**config.mk**
```make
export PLATFORM = sky130hd
export DESIGN_NAME = alu_op_sequencer
export DESIGN_NICKNAME = d
export VERILOG_FILES = /design/src/rtl/alu_op_sequencer.sv
export SDC_FILE = /design/constraint.sdc
export NUM_CORES = 1
export LEC_CHECK = 0
export BUFFER_PORTS_ARGS = -buffer_cell sky130_fd_sc_hd__buf_2
export CAP_MARGIN = 10
export CORE_MARGIN = 1
export CORE_UTILIZATION = 47
export DETAILED_ROUTE_END_ITERATION = 8
export PLACE_DENSITY = 0.77
export SYNTH_ARGS = -nofsm -noshare
export SYNTH_HDL_FRONTEND = slang
export SYNTH_SLANG_ARGS = --single-unit
```
**constraint.sdc**
```tcl
create_clock -name clk -period 2 [get_ports clk]
set_input_delay 0 -clock clk [delete_from_list [all_inputs] [get_ports clk]]
set_output_delay 0 -clock clk [all_outputs]
set_load 0.03 [all_outputs]
```
**src/rtl/alu_op_sequencer.sv**
```systemverilog
// alu_op_sequencer: sweeps an external ALU through sel 0..LAST_SEL on latched operands and captures each result
// Define ALU_SEQ_MISR_EN to compress captured results into a 16-bit MISR signature.
module alu_op_sequencer #(
  parameter int         SETTLE   = 2,
  parameter logic [3:0] LAST_SEL = 4'hF
) (
  input  logic        clk,
  input  logic        rst_n,
  input  logic        start,
  input  logic        abort,
  input  logic [7:0]  op_a,
  input  logic [7:0]  op_b,
  input  logic [12:0] result,
  output logic [7:0]  a,
  output logic [7:0]  b,
  output logic [3:0]  sel,
  output logic        busy,
  output logic        done,
  output logic        res_valid,
  output logic [3:0]  res_sel,
  output logic [12:0] res_data,
  output logic [15:0] signature
);
  typedef enum logic [1:0] {ST_IDLE, ST_SETTLE, ST_CAPTURE, ST_DONE} state_t;
  state_t state, next;
  logic [3:0] cnt;
  logic accept, capture;
  assign accept  = state == ST_IDLE && start && !abort;
  assign capture = state == ST_CAPTURE && !abort;
  assign busy    = state == ST_SETTLE || state == ST_CAPTURE;
  assign done    = state == ST_DONE;
  always_comb begin
    next = state;
    case (state)
      ST_IDLE:    next = accept ? ST_SETTLE : ST_IDLE;
      ST_SETTLE:  next = abort ? ST_IDLE : (cnt == 4'd0 ? ST_CAPTURE : ST_SETTLE);
      ST_CAPTURE: next = abort ? ST_IDLE : (sel == LAST_SEL ? ST_DONE : ST_SETTLE);
      default:    next = ST_IDLE;
    endcase
  end
  always_ff @(posedge clk or negedge rst_n)
    if (!rst_n) state <= ST_IDLE;
    else state <= next;
  always_ff @(posedge clk or negedge rst_n)
    if (!rst_n) begin
      a         <= '0;
      b         <= '0;
      sel       <= '0;
      cnt       <= '0;
      res_valid <= 1'b0;
      res_sel   <= '0;
      res_data  <= '0;
    end else begin
      res_valid <= capture;
      if (accept) begin
        a   <= op_a;
        b   <= op_b;
        sel <= '0;
        cnt <= 4'(SETTLE - 1);
      end else if (busy && abort) begin
        sel <= '0;
      end else if (state == ST_SETTLE) begin
        cnt <= cnt - 4'd1;
      end else if (capture) begin
        res_sel  <= sel;
        res_data <= result;
        if (sel != LAST_SEL) begin
          sel <= sel + 4'd1;
          cnt <= 4'(SETTLE - 1);
        end
      end
    end
`ifdef ALU_SEQ_MISR_EN
  logic [15:0] misr_next;
  assign misr_next = {signature[14:0], signature[15] ^ signature[14] ^ signature[12] ^ signature[3]} ^ {3'b000, result};
  always_ff @(posedge clk or negedge rst_n)
    if (!rst_n) signature <= '0;
    else if (accept) signature <= '0;
    else if (capture) signature <= misr_next;
`else
  assign signature = 16'h0000;
`endif
endmodule

```
# --- After elaboration in Yosys (flattened, before gate mapping) ---
# Cells that the tools add are included.
op_classes:
  n_addsub: 2
  mul: 0
  n_div: 0
  order_cmp: 0
  n_eq_ne: 7
  shifts: 0
  n_mux: 16
  n_bitwise: 3
  n_reduce_logical: 15
op_table:
  columns: ["operator", "n"]
  rows:
  - ["4-bit two-way mux", 10]
  - ["3-bit nonzero test", 4]
  - ["2-bit two-way mux", 4]
  - ["2-bit case mux with 3 select lines", 1]
  - ["3-bit AND reduction", 2]
  - ["4-bit by 1-bit adder with 4-bit output, second input constant", 1]
  - ["2-bit equality test, second input constant", 2]
  - ["4-bit equality test, second input constant", 1]
  - ["1-bit logical AND", 4]
  - ["4-bit logical NOT", 1]
  - ["4-bit inequality test, second input constant", 1]
  - ["4-bit AND reduction", 1]
  - ["4-bit by 1-bit subtractor with 4-bit output, second input constant", 1]
  - ["3-bit inequality test, second input constant", 1]
  - ["1-bit inverter", 3]
  - ["2-bit by 1-bit equality test with 1-bit output, second input constant", 1]
  - ["2-bit logical NOT", 1]
  - ["2-bit inequality test, second input constant", 1]
  - ["1-bit logical NOT", 1]
  - ["1-bit logical OR", 1]
  - ["1-bit two-way mux", 1]
totals:
  regBits: 44
  latchBits: 0
  mem_bits_rw: 0
  mem_bits_ro: 0
  inputBits: 33
  output_inout_bits: 56
  n_memories: 0

# --- Logic depth before layout (Yosys ltp) ---
# Gate-level depths: netlist of the first run.
logic_depth:
  depth_word: 6
  ltp_mapped: 6

# --- Least setup slack after synthesis of the first run ---
# No wires, ideal clock.
synth_timing:
  path_type: "register to register"
  startpoint: "reg sel[0]"
  endpoint: "reg sel[3]"
  setup_time_ns: 0.077
  t_arrival_ns: 1.693
  setup_slack_ns: 0.229
  stages_incl_launch_ff: 6
  period_less_slack_ns: 1.771
  path_cell_list: "dfrtp_1 -> ha_1 -> and3_1 -> clkbuf_1 -> or4_1 -> a21oi_1"
synth_between:
  elab_chain_len: 6
  word_cells_on_any_way: 9
synth_rtl:
  columns: ["element", "line_no", "source"]
  rows:
  - ["start, declared", "16", "output logic [3:0] sel,"]
  - ["start signal, assigned", "68", "sel <= sel + 4'd1;"]
  - ["4-bit by 1-bit adder with 4-bit output", "68", null]
  - ["4-bit two-way mux", "67", "if (sel != LAST_SEL) begin"]
  - ["4-bit two-way mux", "64", "end else if (capture) begin"]
  - ["4-bit two-way mux", "62", "end else if (state == ST_SETTLE) begin"]
  - ["4-bit two-way mux", "60", "end else if (busy && abort) begin"]
  - ["4-bit two-way mux", "55", "if (accept) begin"]
# Parallel ways exist; a longest one is shown, timed or not. The select of a mux whose other input is x is not followed.
# A chain may end at the register's enable or synchronous reset.

# --- Worst setup path in the final report of the first run ---
layout_timing:
  startpoint: "reg state[0]"
  endpoint: "reg res_sel[1]"
layout_between:
  elab_chain_len: 5
  word_cells_on_any_way: 12
layout_rtl:
  columns: ["element", "line_no", "source"]
  rows:
  - ["start, declared", "25", "state_t state, next;"]
  - ["start signal, assigned", "43", "else state <= next;"]
  - ["2-bit by 1-bit equality test with 1-bit output, or another cell as far along", "30, 62", null]
  - ["1-bit logical OR / 1-bit logical AND (equally long branches)", "30, 28", null]
  - ["1-bit logical AND, on equally long branches", "60, 28", null]
  - ["1-bit inverter (no line)", null, null]
  - ["4-bit AND reduction (no line) (*)", null, null]
  - ["end signal, assigned", "65", "res_sel <= sel;"]
  - ["end, declared", "20", "output logic [3:0] res_sel,"]
# Every way passes the cells marked *; elsewhere a longest branch is shown, timed or not.

==> flow_summary.toml, run 1 <==
[place]
detailedPlacementHpwl_mm = 2.750
place.gp.congestion = 0.7427
place_ws_ns = 0.1578
port_buffers = 72

[sta]
drv_slew = 0
finalClockSkew_ns = 0.005971
f_max_ghz = 0.5414
rsz0062_at_grt = "no"
hold_violations = 0
whs_ns = 0.09266
final.period_utilization_pct = 92.35
fin_ws_ns = 0.1530
totalNegativeSetupSlack_ns = 0
timing.final.setup_violations = 0
finalCriticalPeriod_ns = 1.847

[global_route]
grt_start_max_net_pins = 30
grt_first_pass_wirelength_mm = 6.203
first_global_vias = 1426
grt-ovfl-total = 0
gr-usage-all-layers_pct = 18.29
antenna_violations_before_repair = 0

[power]
max-vdd-ir-drop_mv = 0.8277
power_density_nw_per_um2 = 1127
p_leak_uw = 0.001490

[detailed_routing]
vias_per_cell = 4.844
ant_nets = 0
drt_drc_violations_left = 0
drt_first_pass_iters = 4
route.detailed.wl_per_inst_um = 13.05
detailroute.via_count = 1521
wl_mm = 4.097
dr.first_iter.drc_count = 62

[clocking]
clock_tree_from_tritoncts = "built"
clk_pin_slew_worst_paths_ns = 0.08
numCtsBuffers = 5
clkLatencyLatePin_ns = 0.29
ctsLongestPathBuffers = 2
htree_num_levels = 2
cts.root.buffer_cell = "clkbuf_8"
tritoncts_num_sinks = 44
post-cts-setup-buffers = 0

[worst_setup_path]
data_required_time_of_the_critical_path_ns = 2.17
critical_path.reg2reg.endpoint = "res_sel[1]$_DFFE_PN0P_"
critical_path_arrival_ns = 2.02
endpoint_kind = "flip-flop"
timing_worst_setup_path_type = "flip-flop to flip-flop"
start_kind = "flip-flop"
worstRegToRegCells = 5
worst_setup_path_endpoint = "res_sel[1]$_DFFE_PN0P_"
r2r_setup_slack_ns = 0.15
regToRegStartpoint = "state[0]$_DFF_PN0_"
worstSetupStartpoint = "state[0]$_DFF_PN0_"
critPathMaxFanout = 17

[finish]
fin_nets = 303
fraction_of_layout_instances_using_a_drive_strength_above_1_pct = 38.64
antenna_cells = 0
flow.area_growth_from_synthesis_pct = 37.30
layout_commonest_cell = "buf_2"
layout_common_cells = "buf_2 (72), dfrtp_1 (44), dlygate4sd3_1 (31)"

[min_path]
hold_path.class = "primary input to flip-flop"

[yosys]
yosysWarningCount = 0
synthesis.instances = 157
area_of_the_mapped_netlist_um2 = 2039
yosysUniqueCellTypes = 36
synthesis.area_per_instance_um2 = 12.99
synth.yosys.seq_area_share_pct = 53.99
ys_seq_elements = 44

[job]
max_cap_violations = 0

[floorplanning]
floorplan.die.width_um = 67.88
rows = 23
floorplan.io_pins = 89
die_height_um = 67.88
die-area_um2 = 4607
initial_core_util_pct = 49.91
core_area_um2 = 4086

[outcome]
status = "finished clean"
-- flip-flops by register name, indices dropped and copies added (netlist names) --
name       cells
a              8
b              8
cnt            4
res_data      13
res_sel        4
res_valid      1
sel            4
state          2
-- synth_stat cells --
| cell type | n | area share [%] |
|---|---|---|
| or4b_1 | 1 | 0.49 |
| a21boi_0 | 1 | 0.37 |
| buf_6 | 1 | 0.55 |
| dfrtp_1 | 44 | 54 |
| o31ai_1 | 2 | 0.74 |
| nor3b_2 | 1 | 0.61 |
| clkbuf_1 | 1 | 0.18 |
| a21oi_1 | 4 | 0.98 |
| and3_1 | 3 | 0.92 |
| nand4_1 | 1 | 0.31 |
| o2bb2ai_1 | 1 | 0.43 |
| nor2b_1 | 2 | 0.61 |
| conb_1 | 1 | 0.18 |
| a21bo_2 | 1 | 0.49 |
| nand3b_1 | 1 | 0.37 |
| inv_1 | 7 | 1.3 |
| nand3_1 | 4 | 0.98 |
| or3_1 | 2 | 0.61 |
| mux2_1 | 16 | 8.8 |
| nor3_1 | 2 | 0.49 |
| nand2_2 | 1 | 0.31 |
| a21o_1 | 1 | 0.37 |
| mux2_2 | 17 | 9.4 |
| buf_4 | 16 | 5.9 |
| nand2_1 | 4 | 0.74 |
| o211a_1 | 2 | 0.98 |
| a221oi_1 | 1 | 0.43 |
| or3b_4 | 1 | 0.55 |
| a2bb2oi_1 | 1 | 0.43 |
| or4_1 | 1 | 0.37 |
| ha_1 | 7 | 4.3 |
| or3b_1 | 1 | 0.43 |
| o2111ai_1 | 2 | 0.86 |
| nand2b_1 | 1 | 0.31 |
| o21ai_0 | 2 | 0.49 |
| buf_2 | 3 | 0.74 |
-- per-stage QoR --
step | area (µm²) | util (%) | power, µW | cells
floorplan | 2096 | - | 2208 | 172
global placement | 2396 | 58.63 | 2530 | 275
detailed placement | 2396 | 58.63 | 2564 | 275
CTS | 2800 | 68.52 | 3176 | 314
global route | 2800 | 68.52 | 3345 | 314
finish | 2800 | 68.52 | 3157 | 314
-- how the worst min path moves through the flow --
stage,start,to,slack [ns],cells after the start
after floorplan,rst_n,a[0]$_DFFE_PN0P_,-0.30,0
after global placement,rst_n,res_data[4]$_DFFE_PN0P_,-0.08,1
after detailed placement,rst_n,res_data[2]$_DFFE_PN0P_,-0.08,1
after CTS,start,state[0]$_DFF_PN0_,0.1,3
after global routing,start,sel[2]$_DFFE_PN0P_,0.12,4
final,start,state[0]$_DFF_PN0_,0.09,3
-- metal layers --
metal	GRT usage (%)	share of wire [%]	vias up	wire length, µm
met2	33.04	50	56	2066
li1	-	-	737	-
met3	6.000	6.3	4	259
met4	4.688	0.88	0	36
met5	0	0	-	0
met1	20.58	42	724	1735
-- critical path, cell delays in order, from the launching register on --
cell and delay (ns):
dfrtp_1 0.41, inv_1 0.09, ha_1 0.22, nor3b_2 0.30, nand2_2 0.31, mux2_1 0.40
-- final cells by class --
class	count	area, µm²
Sequential cell	44	1101
Timing Repair Buffer	105	698.2
Inverter	7	26.28
Multi-Input combinational cell	100	818.3
Clock inverter	1	7.507
Fill cell	305	1286
Tap cell	50	62.56
Clock buffer	7	86.33
-- repair_timing --
| item | in CTS | in global routing |
|---|---|---|
| endpoints found under the hold margin | 46 | 0 |
| hold buffers | 31 | 0 |
| resized for setup | 0 | 0 |
-- logic make-up (layout without fill, tap and decap cells) --
kind of cell	count (synthesis)	after routing	synth area share, %
other cells	1	16	0.1839
mux	33	33	18.22
buf+inv	28	120	8.650
fa+ha+maj	7	7	4.294
simple gates	26	26	8.099
compound gates	18	18	6.565
flops	44	44	53.99
-- power breakdown --
| part | switching, µW | internal [µW] |
|---|---|---|
| combinational | 825 | 478 |
| sequential | 135 | 1150 |
| clock | 287 | 281 |
Power figures use the tool's default switching activity.
==> run 2: changes to the inputs <==
- CELL_PAD_IN_SITES_DETAIL_PLACEMENT: default -> 1
- CELL_PAD_IN_SITES_GLOBAL_PLACEMENT: default -> 2
- CORE_UTILIZATION: 47 -> 29
==> run 2 against run 1 <==
Via count is 2.3% higher. Cell area is 2.8% higher. Sequential power hardly changed. Worst setup slack worse by 0.011 ns. Critical path depth stayed put. Combinational power hardly changed. Largest cell class unchanged.
==> flow_summary.toml, run 2 (same netlist as run 1, synthesis figures left out) <==
[detailed_routing]
highest_layer = "met4"
drt_first_pass_iters = 4
vias_per_cell = 4.310
ant_nets = 0
detailroute.via_count = 1556
route.detailed.wl_per_inst_um = 12.47
detailroute.wirelength.met2_mm = 2.336
met1Wirelength_mm = 1.919
drt_drc_violations_left = 0
dr.first_iter.drc_count = 30
wl_met3_um = 237
wl_mm = 4.501

[finish]
flow.area_growth_from_synthesis_pct = 41.17
antenna_cells = 0
largestRegisters = "res_data (13), a (8), b (8)"
final.fill_count = 742
fraction_of_layout_instances_using_a_drive_strength_above_1_pct = 39.25
finalCoreUtilization_pct = 42.38
max_flop_register = "res_data"
layout_commonest_cell = "buf_2"
layout_common_cells = "buf_2 (72), dfrtp_1 (44), dlygate4sd3_1 (31)"
largest_reg_flops = 13
fin_nets = 304

[clocking]
cts.root.buffer_cell = "clkbuf_8"
ctsLongestPathBuffers = 2
clkLatencyLatePin_ns = 0.29
htree_num_levels = 2
clk_pin_slew_worst_paths_ns = 0.09
clock_tree_from_tritoncts = "built"
tritoncts_num_sinks = 44
numCtsBuffers = 5

[power]
power_density_nw_per_um2 = 1138
p_leak_uw = 0.001505
max-vdd-ir-drop_mv = 0.3653
power_uw = 3275

[floorplanning]
floorplan.die.width_um = 85.86
core_area_um2 = 6794
floorplan.io_pins = 89
initial_core_util_pct = 30.02
rows = 30
die-area_um2 = 7372
die_height_um = 85.86

[sta]
final.period_utilization_pct = 92.88
drv_slew = 0
tightest_slew_ns = 0.5583
finalClockSkew_ns = 0.004816
f_max_ghz = 0.5383
fin_ws_ns = 0.1424
totalNegativeSetupSlack_ns = 0
hold_violations = 0
rsz0062_at_grt = "no"
timing.final.setup_violations = 0
relSlewSlack_pct = 62.78
finalCriticalPeriod_ns = 1.858

[place]
detailedPlacementHpwl_mm = 3.079
place.gp.congestion = 0.6646
place_ws_ns = 0.1165
port_buffers = 72

[global_route]
antenna_violations_before_repair = 0
grt_first_pass_wirelength_mm = 7.376
first_global_vias = 1583
grt-ovfl-total = 0
gr-usage-all-layers_pct = 12.81
grt_start_max_net_pins = 45

[outcome]
status = "finished clean"

[worst_setup_path]
data_required_time_of_the_critical_path_ns = 2.22
critPathMaxFanout = 5
start_kind = "flip-flop"
critical_path_arrival_ns = 2.08
endpoint_kind = "flip-flop"
timing_worst_setup_path_type = "flip-flop to flip-flop"

[job]
max_cap_violations = 0

[min_path]
hold_path.class = "primary input to flip-flop"
==> run 2: metrics by stage <==
stage	std cells	hold WS (ns)	cell area [µm²]
2_1_floorplan	172	-0.2956	2096
3_3_place_gp	322	0.1210	2449
3_5_place_dp	322	0.1226	2449
4_1_cts	361	0.09317	2874
5_1_grt	361	0.1169	2879
6_report	361	0.09474	2879
==> run 2: cell type report <==
cell class	count	area (µm²)	share of cell area, %
clock buffers	5	68.82	2.390
clock inverters	3	46.29	1.608
inverters	7	26.28	0.9126
multi-input cells	100	823.3	28.60
flip-flops and latches	44	1101	38.24
well taps	96	120.1	4.172
repair buffers	106	693.2	24.08
==> run 2: worst paths after layout <==
kind,slack [ns],depth (start not counted),start,end
max reg2reg,0.14,5,state[0]$_DFF_PN0_,sel[3]$_DFFE_PN0P_
min in group asynchronous,0.32,3,rst_n,res_sel[2]$_DFFE_PN0P_
min,0.09,3,start,state[0]$_DFF_PN0_
min reg2reg,0.49,1,res_data[8]$_DFFE_PN0P_,res_data[8]$_DFFE_PN0P_
max in group asynchronous,1.29,3,rst_n,b[4]$_DFFE_PN0P_
max,0.14,5,state[0]$_DFF_PN0_,sel[3]$_DFFE_PN0P_
==> run 2: layer usage <==
layer	GRT usage, %	vias to the layer above
li1	-	733
met1	15.15	762
met2	23.23	59
met3	3.369	2
met4	2.727	0
met5	0	-
==> run 2: power breakdown <==
part           switching [µW]  internal [µW]
clock network             313            376
registers                 135           1150
logic                     825            475
==> run 2: critical path, stage by stage (launching register included) <==
cell and delay, ns:
dfrtp_1 0.41, inv_1 0.09, ha_1 0.24, or3b_4 0.43
or4_1 0.47, a21oi_1 0.15
==> run 2: what timing repair did <==
item                       4_1_cts  5_1_grt
setup endpoints to repair        0       14
resized for setup                0        1
hold buffers                    31        0
hold endpoints to repair        75        0
setup buffers                    0        0
